**src/rtl/setup_hold_latch_monitor.sv**
```systemverilog
`default_nettype none
// =============================================================================
// setup_hold_latch_monitor : clocked WIDTH-bit D-latch with setup/hold checker
// Rev 1.0 - initial release
// =============================================================================
module setup_hold_latch_monitor #(
   parameter int WIDTH     = 8,
   parameter int SETUP_CYC = 3,
   parameter int HOLD_CYC  = 2,
   parameter int CNT_W     = 16
) (
   input  logic             clk,
   input  logic             reset_L,
   input  logic [WIDTH-1:0] d,
   input  logic             g,
   input  logic             clr_cnt,
   output logic [WIDTH-1:0] q,
   output logic [WIDTH-1:0] qb,
   output logic             setup_viol,
   output logic             hold_viol,
   output logic             q_ok,
   output logic [CNT_W-1:0] viol_cnt
);

   localparam int SC_W = $clog2(SETUP_CYC + 1);
   localparam int HC_W = $clog2(HOLD_CYC + 1);

   localparam logic [SC_W-1:0] c_setup_sat = SC_W'(SETUP_CYC);
   localparam logic [HC_W-1:0] c_hold_load = HC_W'(HOLD_CYC);
   localparam logic [HC_W-1:0] c_hold_last = HC_W'(1);
   localparam logic [CNT_W-1:0] c_cnt_max  = {CNT_W{1'b1}};

   localparam logic [1:0] c_idle   = 2'd0;
   localparam logic [1:0] c_transp = 2'd1;
   localparam logic [1:0] c_hold   = 2'd2;

   logic [1:0]       r_state;
   logic [1:0]       w_state_nxt;
   logic [WIDTH-1:0] r_q;
   logic [WIDTH-1:0] r_d_prev;
   logic             r_g_prev;
   logic [SC_W-1:0]  r_since_chg;
   logic [HC_W-1:0]  r_hold_cnt;
   logic [HC_W-1:0]  w_hold_cnt_nxt;
   logic             r_viol_seen;
   logic             w_viol_seen_nxt;
   logic             r_q_ok;
   logic             w_q_ok_nxt;
   logic             r_setup_viol;
   logic             r_hold_viol;
   logic [CNT_W-1:0] r_viol_cnt;

   logic             w_change;
   logic             w_fall;
   logic             w_setup_win;
   logic             w_setup_hit;
   logic             w_hold_hit;
   logic [1:0]       w_inc;
   logic [CNT_W:0]   w_sum;

   assign w_change    = (d != r_d_prev);
   assign w_fall      = r_g_prev & ~g;
   // A change within the last SETUP_CYC edges leaves the counter below saturation.
   assign w_setup_win = (r_since_chg < c_setup_sat);

   always_ff @(posedge clk or negedge reset_L) begin
      if (!reset_L) begin
         r_state <= c_idle;
      end else begin
         r_state <= w_state_nxt;
      end
   end

   always_comb begin
      w_state_nxt = r_state;
      case (r_state)
         c_idle:   if (g) w_state_nxt = c_transp;
         c_transp: if (w_fall) w_state_nxt = c_hold;
         c_hold: begin
            if (g)                              w_state_nxt = c_transp;
            else if (r_hold_cnt == c_hold_last) w_state_nxt = c_idle;
         end
         default:  w_state_nxt = c_idle;
      endcase
   end

   always_comb begin
      w_setup_hit     = 1'b0;
      w_hold_hit      = 1'b0;
      w_hold_cnt_nxt  = r_hold_cnt;
      w_viol_seen_nxt = r_viol_seen;
      w_q_ok_nxt      = r_q_ok;
      case (r_state)
         c_idle: begin
            if (g) w_q_ok_nxt = 1'b0;
         end
         c_transp: begin
            if (w_fall) begin
               w_setup_hit     = w_setup_win;
               w_hold_hit      = w_change;
               w_hold_cnt_nxt  = c_hold_load;
               w_viol_seen_nxt = w_setup_win | w_change;
            end
         end
         c_hold: begin
            // Re-opening the latch abandons the window for this capture.
            if (g) begin
               w_q_ok_nxt = 1'b0;
            end else if (r_hold_cnt == c_hold_last) begin
               w_q_ok_nxt = ~r_viol_seen;
            end else begin
               w_hold_hit      = w_change;
               w_hold_cnt_nxt  = r_hold_cnt - c_hold_last;
               w_viol_seen_nxt = r_viol_seen | w_change;
            end
         end
         default: ;
      endcase
   end

   assign w_inc = {1'b0, w_setup_hit} + {1'b0, w_hold_hit};
   assign w_sum = {1'b0, r_viol_cnt} + (CNT_W+1)'(w_inc);

   always_ff @(posedge clk or negedge reset_L) begin
      if (!reset_L) begin
         r_q          <= '0;
         r_d_prev     <= '0;
         r_g_prev     <= 1'b0;
         r_since_chg  <= c_setup_sat;
         r_hold_cnt   <= '0;
         r_viol_seen  <= 1'b0;
         r_q_ok       <= 1'b0;
         r_setup_viol <= 1'b0;
         r_hold_viol  <= 1'b0;
         r_viol_cnt   <= '0;
      end else begin
         if (g) r_q <= d;
         r_d_prev     <= d;
         r_g_prev     <= g;
         if (w_change)                       r_since_chg <= '0;
         else if (r_since_chg < c_setup_sat) r_since_chg <= r_since_chg + 1'b1;
         r_hold_cnt   <= w_hold_cnt_nxt;
         r_viol_seen  <= w_viol_seen_nxt;
         r_q_ok       <= w_q_ok_nxt;
         r_setup_viol <= w_setup_hit;
         r_hold_viol  <= w_hold_hit;
         if (clr_cnt)         r_viol_cnt <= '0;
         else if (w_sum[CNT_W]) r_viol_cnt <= c_cnt_max;
         else                 r_viol_cnt <= w_sum[CNT_W-1:0];
      end
   end

   assign q          = r_q;
   assign qb         = ~r_q;
   assign setup_viol = r_setup_viol;
   assign hold_viol  = r_hold_viol;
   assign q_ok       = r_q_ok;
   assign viol_cnt   = r_viol_cnt;

endmodule
`default_nettype wire

```
**config.mk**
```make
export PLATFORM = sky130hd
export DESIGN_NAME = setup_hold_latch_monitor
export DESIGN_NICKNAME = d
export VERILOG_FILES = /design/src/rtl/setup_hold_latch_monitor.sv
export SDC_FILE = /design/constraint.sdc
export NUM_CORES = 1
export LEC_CHECK = 0
export CAP_MARGIN = 5
export CORE_UTILIZATION = 50
export DETAILED_ROUTE_END_ITERATION = 8
export HOLD_SLACK_MARGIN = 0.03
export PLACE_DENSITY = 0.85
export SETUP_SLACK_MARGIN = 0.02
export SYNTH_ARGS = -nofsm -noshare
export SYNTH_HDL_FRONTEND = slang
export SYNTH_SLANG_ARGS = --single-unit
```
**constraint.sdc**
```tcl
create_clock -name clk -period 3.8 [get_ports clk]
set_clock_uncertainty 0.05 [all_clocks]
set_input_delay 0.38 -clock clk [delete_from_list [all_inputs] [get_ports clk]]
set_output_delay 0.38 -clock clk [all_outputs]
set_load 0.02 [all_outputs]
```
== Yosys cells after proc, flatten, opt, wreduce, memory -nomap -nowiden ==
Cells that the tools add are included.

* Output and inout bits: 35
* Input bits: 12
* Logic and storage cells: 64
* Flip-flop bits (word level): 43

* Bitwise logic cells: 6
* Eq/ne operators: 9
* Magnitude comparators: 1
* Reductions and logical operators: 7
* Muxes and demuxes: 26
* $add $sub $neg: 4

{| class="wikitable"
|+ Operators with widths
! kind !! number
|-
| 16-bit two-way mux || 2
|-
| 16-bit by 2-bit adder with 17-bit output || 1
|-
| 2-bit two-way mux || 8
|-
| 1-bit two-way mux || 11
|-
| 2-bit != test, second input constant || 4
|-
| 8-bit != test || 1
|-
| 8-bit inverter || 1
|-
| 1-bit case mux with 2 select lines || 3
|-
| 2-bit case mux with 3 select lines || 1
|-
| 3-bit AND reduction || 2
|-
| 2-bit nonzero test || 3
|-
| 2-bit by 1-bit == test with 1-bit output, second input constant || 2
|-
| 2-bit case mux with 2 select lines || 1
|-
| 4-bit AND reduction || 1
|-
| 3-bit != test, second input constant || 1
|-
| 1-bit by 1-bit adder with 2-bit output || 1
|-
| 2-bit by 1-bit adder with 2-bit output, second input constant || 1
|-
| 2-bit == test, second input constant || 1
|-
| 2-bit logical NOT || 1
|-
| 2-bit less-than comparator, second input constant || 1
|-
| 1-bit inverter || 2
|-
| 1-bit bitwise OR || 2
|-
| 2-bit by 1-bit subtractor with 2-bit output, second input constant || 1
|-
| 1-bit AND || 1
|}

== Longest topological paths before layout ==
* Depth after elaboration: 8
* Depth in mapped cells: 13
* Mapped depth without buffers: 12

== Worst setup path before layout ==
No wires, ideal clock.

* Path kind: reg2reg
* Start: reg r_state[1]
* End: reg r_viol_cnt[11] (netlist: viol_cnt[11])
* Path buffers: 1
* Setup slack: 1.130 ns
* Cell stages (with the launch flop): 13
* Data required time: 3.675 ns
* Data arrival time: 2.545 ns
* Path through: dfrtp_1 inv_1 ha_1 nand2_1 or3_1 fa_1 inv_1 ha_1 nand3_2 nor3_2 nand2_1 buf_2 a21oi_2

* Cells in the longest elaborated chain, start to end: 6
* Elaborated cells between the ends (all ways): 8
* Classes of those cells: add/sub: 2; eq/ne: 2; mux: 4

{| class="wikitable"
|+ Ends and longest elaborated chain
! element !! RTL line !! RTL
|-
| from (decl) || 37 || <nowiki>logic [1:0] r_state;</nowiki>
|-
| from (signal assigned) || 68 || <nowiki>r_state <= c_idle;</nowiki>
|-
| from (signal assigned) || 70 || <nowiki>r_state <= w_state_nxt;</nowiki>
|-
| 2-bit == test or 2-bit by 1-bit == test with 1-bit output (tied branches) || 93 || <nowiki>case (r_state)</nowiki>
|-
| 1-bit case mux with 2 select lines or 1-bit two-way mux (tied branches) || 93 ||
|-
| 1-bit by 1-bit adder with 2-bit output (*) || 121 || <nowiki>assign w_inc = {1'b0, w_setup_hit} + {1'b0, w_hold_hit};</nowiki>
|-
| 16-bit by 2-bit adder with 17-bit output (*) || 122 || <nowiki>assign w_sum = {1'b0, r_viol_cnt} + (CNT_W+1)'(w_inc);</nowiki>
|-
| 16-bit two-way mux (*) || 148 || <nowiki>else if (w_sum[CNT_W]) r_viol_cnt <= c_cnt_max;</nowiki>
|-
| 16-bit two-way mux (*) || 147 || <nowiki>if (clr_cnt) r_viol_cnt <= '0;</nowiki>
|-
| to (signal assigned) || 148 ||
|-
| to (signal assigned) || 149 || <nowiki>else r_viol_cnt <= w_sum[CNT_W-1:0];</nowiki>
|-
| to (decl) || 51 || <nowiki>logic [CNT_W-1:0] r_viol_cnt;</nowiki>
|}

Mark *: on every way between the ends. The rest lies on a longest branch, timed or not.
A chain may end at the register's enable or synchronous reset.

== Final worst setup path ==
* Start: reg r_state[1]
* End: reg r_viol_cnt[5] (netlist: viol_cnt[5])

The elaborated chain is that of the path after synthesis.

==> results_dict.tcl <==
set metrics [dict create \
    clkPwrFrac_pct 29.2 \
    outcome "completed" \
    cts-root-buf "clkbuf_8" \
    cts-buffers-inserted 5 \
    synth_edf_count 0 \
    antenna_found_initial 0 \
    nets 261 \
    top_layer_used "met4" \
    slew_viol_final 0 \
    via_per_inst 5.29 \
    core_area_um2 4000 \
    avgSynthCellArea_um2 10.8 \
    ctsResizeCount 0 \
    grt_usage_pct 20.8 \
    drtIter0Drc 101 \
    p_int_w 0.000858 \
    p_leak_nw 1.14 \
    dpl_worst_slack_ns 0.519 \
    nFillCells 298 \
    ys.flop_type "dfrtp_1" \
    cp_cell_sequence "inv_1 > ha_1 > nand2_1 > or3_1 > fa_1 > inv_1 > ha_1 > nand3_2 > nor3_2 > nand2_1 > a21oi_1" \
    initial_core_util_pct 51.9 \
    finalCritPeriodShare_pct 81.7 \
    hold_buffers 0 \
    dr_wl_met2_um 1870 \
    worst_pin_slew_ns 0.928 \
    maxCapViolCount 0 \
    p_comb_share_pct 27.5 \
    drtPass1Iterations 6 \
    wl_per_cell_um 13.3 \
    drive_above_1_share_pct 11.6 \
    ioPinCount 47 \
    synth_nets 212 \
    place.gp.congestion 0.900 \
    clk_pin_slew_ns 0.09 \
    die_area_um2 4410 \
    syn-instance-count 192 \
    drtAntennaViolNets 0 \
    finalSetupViolations 0 \
    area_delta_synth_final_pct 29.9 \
    grt_setup_unrepaired "no" \
    die_h_um 66.4 \
    setup.worst_path.class "flip-flop to flip-flop" \
    p_total_w 0.00124 \
    die_width_um 66.4 \
    setup_ws_ns 0.695 \
    grt_pass1_wl_um 6840 \
    cts_tree "yes" \
    sw_frac_of_total_pct 30.8 \
    drc_errors 0 \
    slew_headroom_pct 38.1 \
    ir_worst_vdd_uv 403 \
    ys_ff_latch 43 \
    r2r_start "r_state[1]" \
    place_hpwl_um 2800 \
    p_seq_share_pct 43.2 \
    wl_met3_um 127 \
    cts_buffer_depth 2 \
    endpoint_kind "flip-flop" \
    powerDensity_nw_per_um2 460 \
    worstPathArrival_ns 3.27 \
    final_cell_mix "clkdlybuf4s50_1 (45), dfrtp_1 (41), inv_1 (18)" \
    cts_setup_buffers 0 \
    hold_violations 0 \
    ys_types 48 \
    cp.buffers_inverters 2 \
    wirelength_um 3890 \
    timing.fmax_mhz 322 \
    layout_commonest_cell "clkdlybuf4s50_1" \
    fin_setup_tns_ns 0 \
    cts.sinks 43 \
    route.vias.total 1544 \
    cp.required_ns 3.97 \
    grt_max_degree 44 \
    critical_path_peak_fanout 11 \
    yosysWarnings 0 \
    period_needed_ns 3.10 \
    syn-cell-area_um2 2070 \
    critPathTopFamily "simple AND/OR/NAND/NOR gates" \
    slowest_stage "dfrtp_1" \
    overflow 0 \
    hp-class "input port to async pin" \
    n_antenna_cell 0 \
    cpPeakStageDelay_ns 0.43 \
    crit_start "r_state[1]" \
    row_count 23 \
    yosysSeqAreaShare_pct 52.0 \
    portBuffers 46 \
    synth_async_sr_flop_share_pct 100 \
    p_sw_w 0.000383 \
    first_global_vias 1523 \
    clock_latency_ns 0.30 \
    wl_met1_um 1840 \
    ctsHtreeMaxLevel 2 \
    start_kind "flip-flop" \
]
[flip-flops by register name, summed over array words and instances, names as in the netlist]
signal and flops:
q_ok 1, r_state 2, r_d_prev 8, setup_viol 1
viol_cnt 16, hold_viol 1, r_g_prev 1, q 8
r_hold_cnt 2, r_viol_seen 1, r_since_chg 2
[cell type report]
cell class	count	area (µm²)	area share, %
Clock buffer	5	68.8	2.55
Clock inverter	3	46.3	1.72
Inverter	18	67.6	2.51
Multi-Input combinational cell	126	908	33.7
Sequential cell	43	1080	40.0
Tap cell	50	62.6	2.32
Timing Repair Buffer	47	463	17.2
[worst reg2reg max path, delay by kind of cell (launching register included)]
kind | cells | cell delay [ns]
adder cells (fa/ha/maj) | 3 | 0.86
AND/OR/NAND/NOR | 5 | 1.23
buffers and inverters | 2 | 0.21
AO/OA/AOI/OAI | 1 | 0.23
flip-flops | 1 | 0.43
[cells by family after synthesis]
kind of cell | count (synthesis) | synth area share (%)
adder cells (fa/ha/maj) | 8 | 5.19
XOR/XNOR | 17 | 7.18
flip-flops | 43 | 52.0
AO/OA/AOI/OAI | 40 | 11.9
multiplexers | 4 | 1.99
buffers and inverters | 23 | 4.22
AND/OR/NAND/NOR | 57 | 17.6
[Yosys cell counts, types with 3 or more instances]
library cell  number  area, µm²
clkbuf_1           3       11.3
nor2_1             8       30.0
nand2_1           16       60.1
o21ai_0           11       55.1
inv_1             18       67.6
nand3_1            4       20.0
a21oi_1           16       80.1
dfrtp_1           41       1030
ha_1               7       87.6
nor3_1             5       25.0
xor2_1            11       96.3
xnor2_1            6       52.6
mux2i_1            3       30.0
[power by group through the flow]
stage                     sequential [W]  combinational (W)  clock [W]
final                           0.000537           0.000342   0.000362
after global routing            0.000543           0.000391   0.000388
after CTS                       0.000537           0.000344   0.000370
after detailed placement        0.000546           0.000341          0
after global placement          0.000543           0.000338          0
after floorplan                 0.000568           0.000196          0
[through the flow]
step / area (µm²) / instances / utilization [%] / hold slack (ns)
final: 2700 / 292 / 67.4 / 0.161
after global routing: 2700 / 292 / 67.4 / 0.233
after CTS: 2700 / 292 / 67.4 / 0.189
after detailed placement: 2580 / 284 / 64.5 / 0.434
after global placement: 2580 / 284 / 64.5 / 0.415
after floorplan: 2070 / 192 / - / 0.0344
[metal layers]
metal  global-route usage (%)  up-vias
met5                        0        -
met4                     7.45        0
met3                     5.34        7
met2                     32.4       30
met1                     28.0      747
li1                         -      760
[final timing paths]
path,to,slack (ns),cells past startpoint
max,viol_cnt[5],0.70,11
min,viol_cnt[12],0.16,1
max reg2reg,viol_cnt[5],0.70,11
min reg2reg,r_hold_cnt[1],0.45,2
max in group asynchronous,viol_cnt[6],2.95,1
min in group clk,r_hold_cnt[1],0.45,2
(Power assumes the default switching activity.)
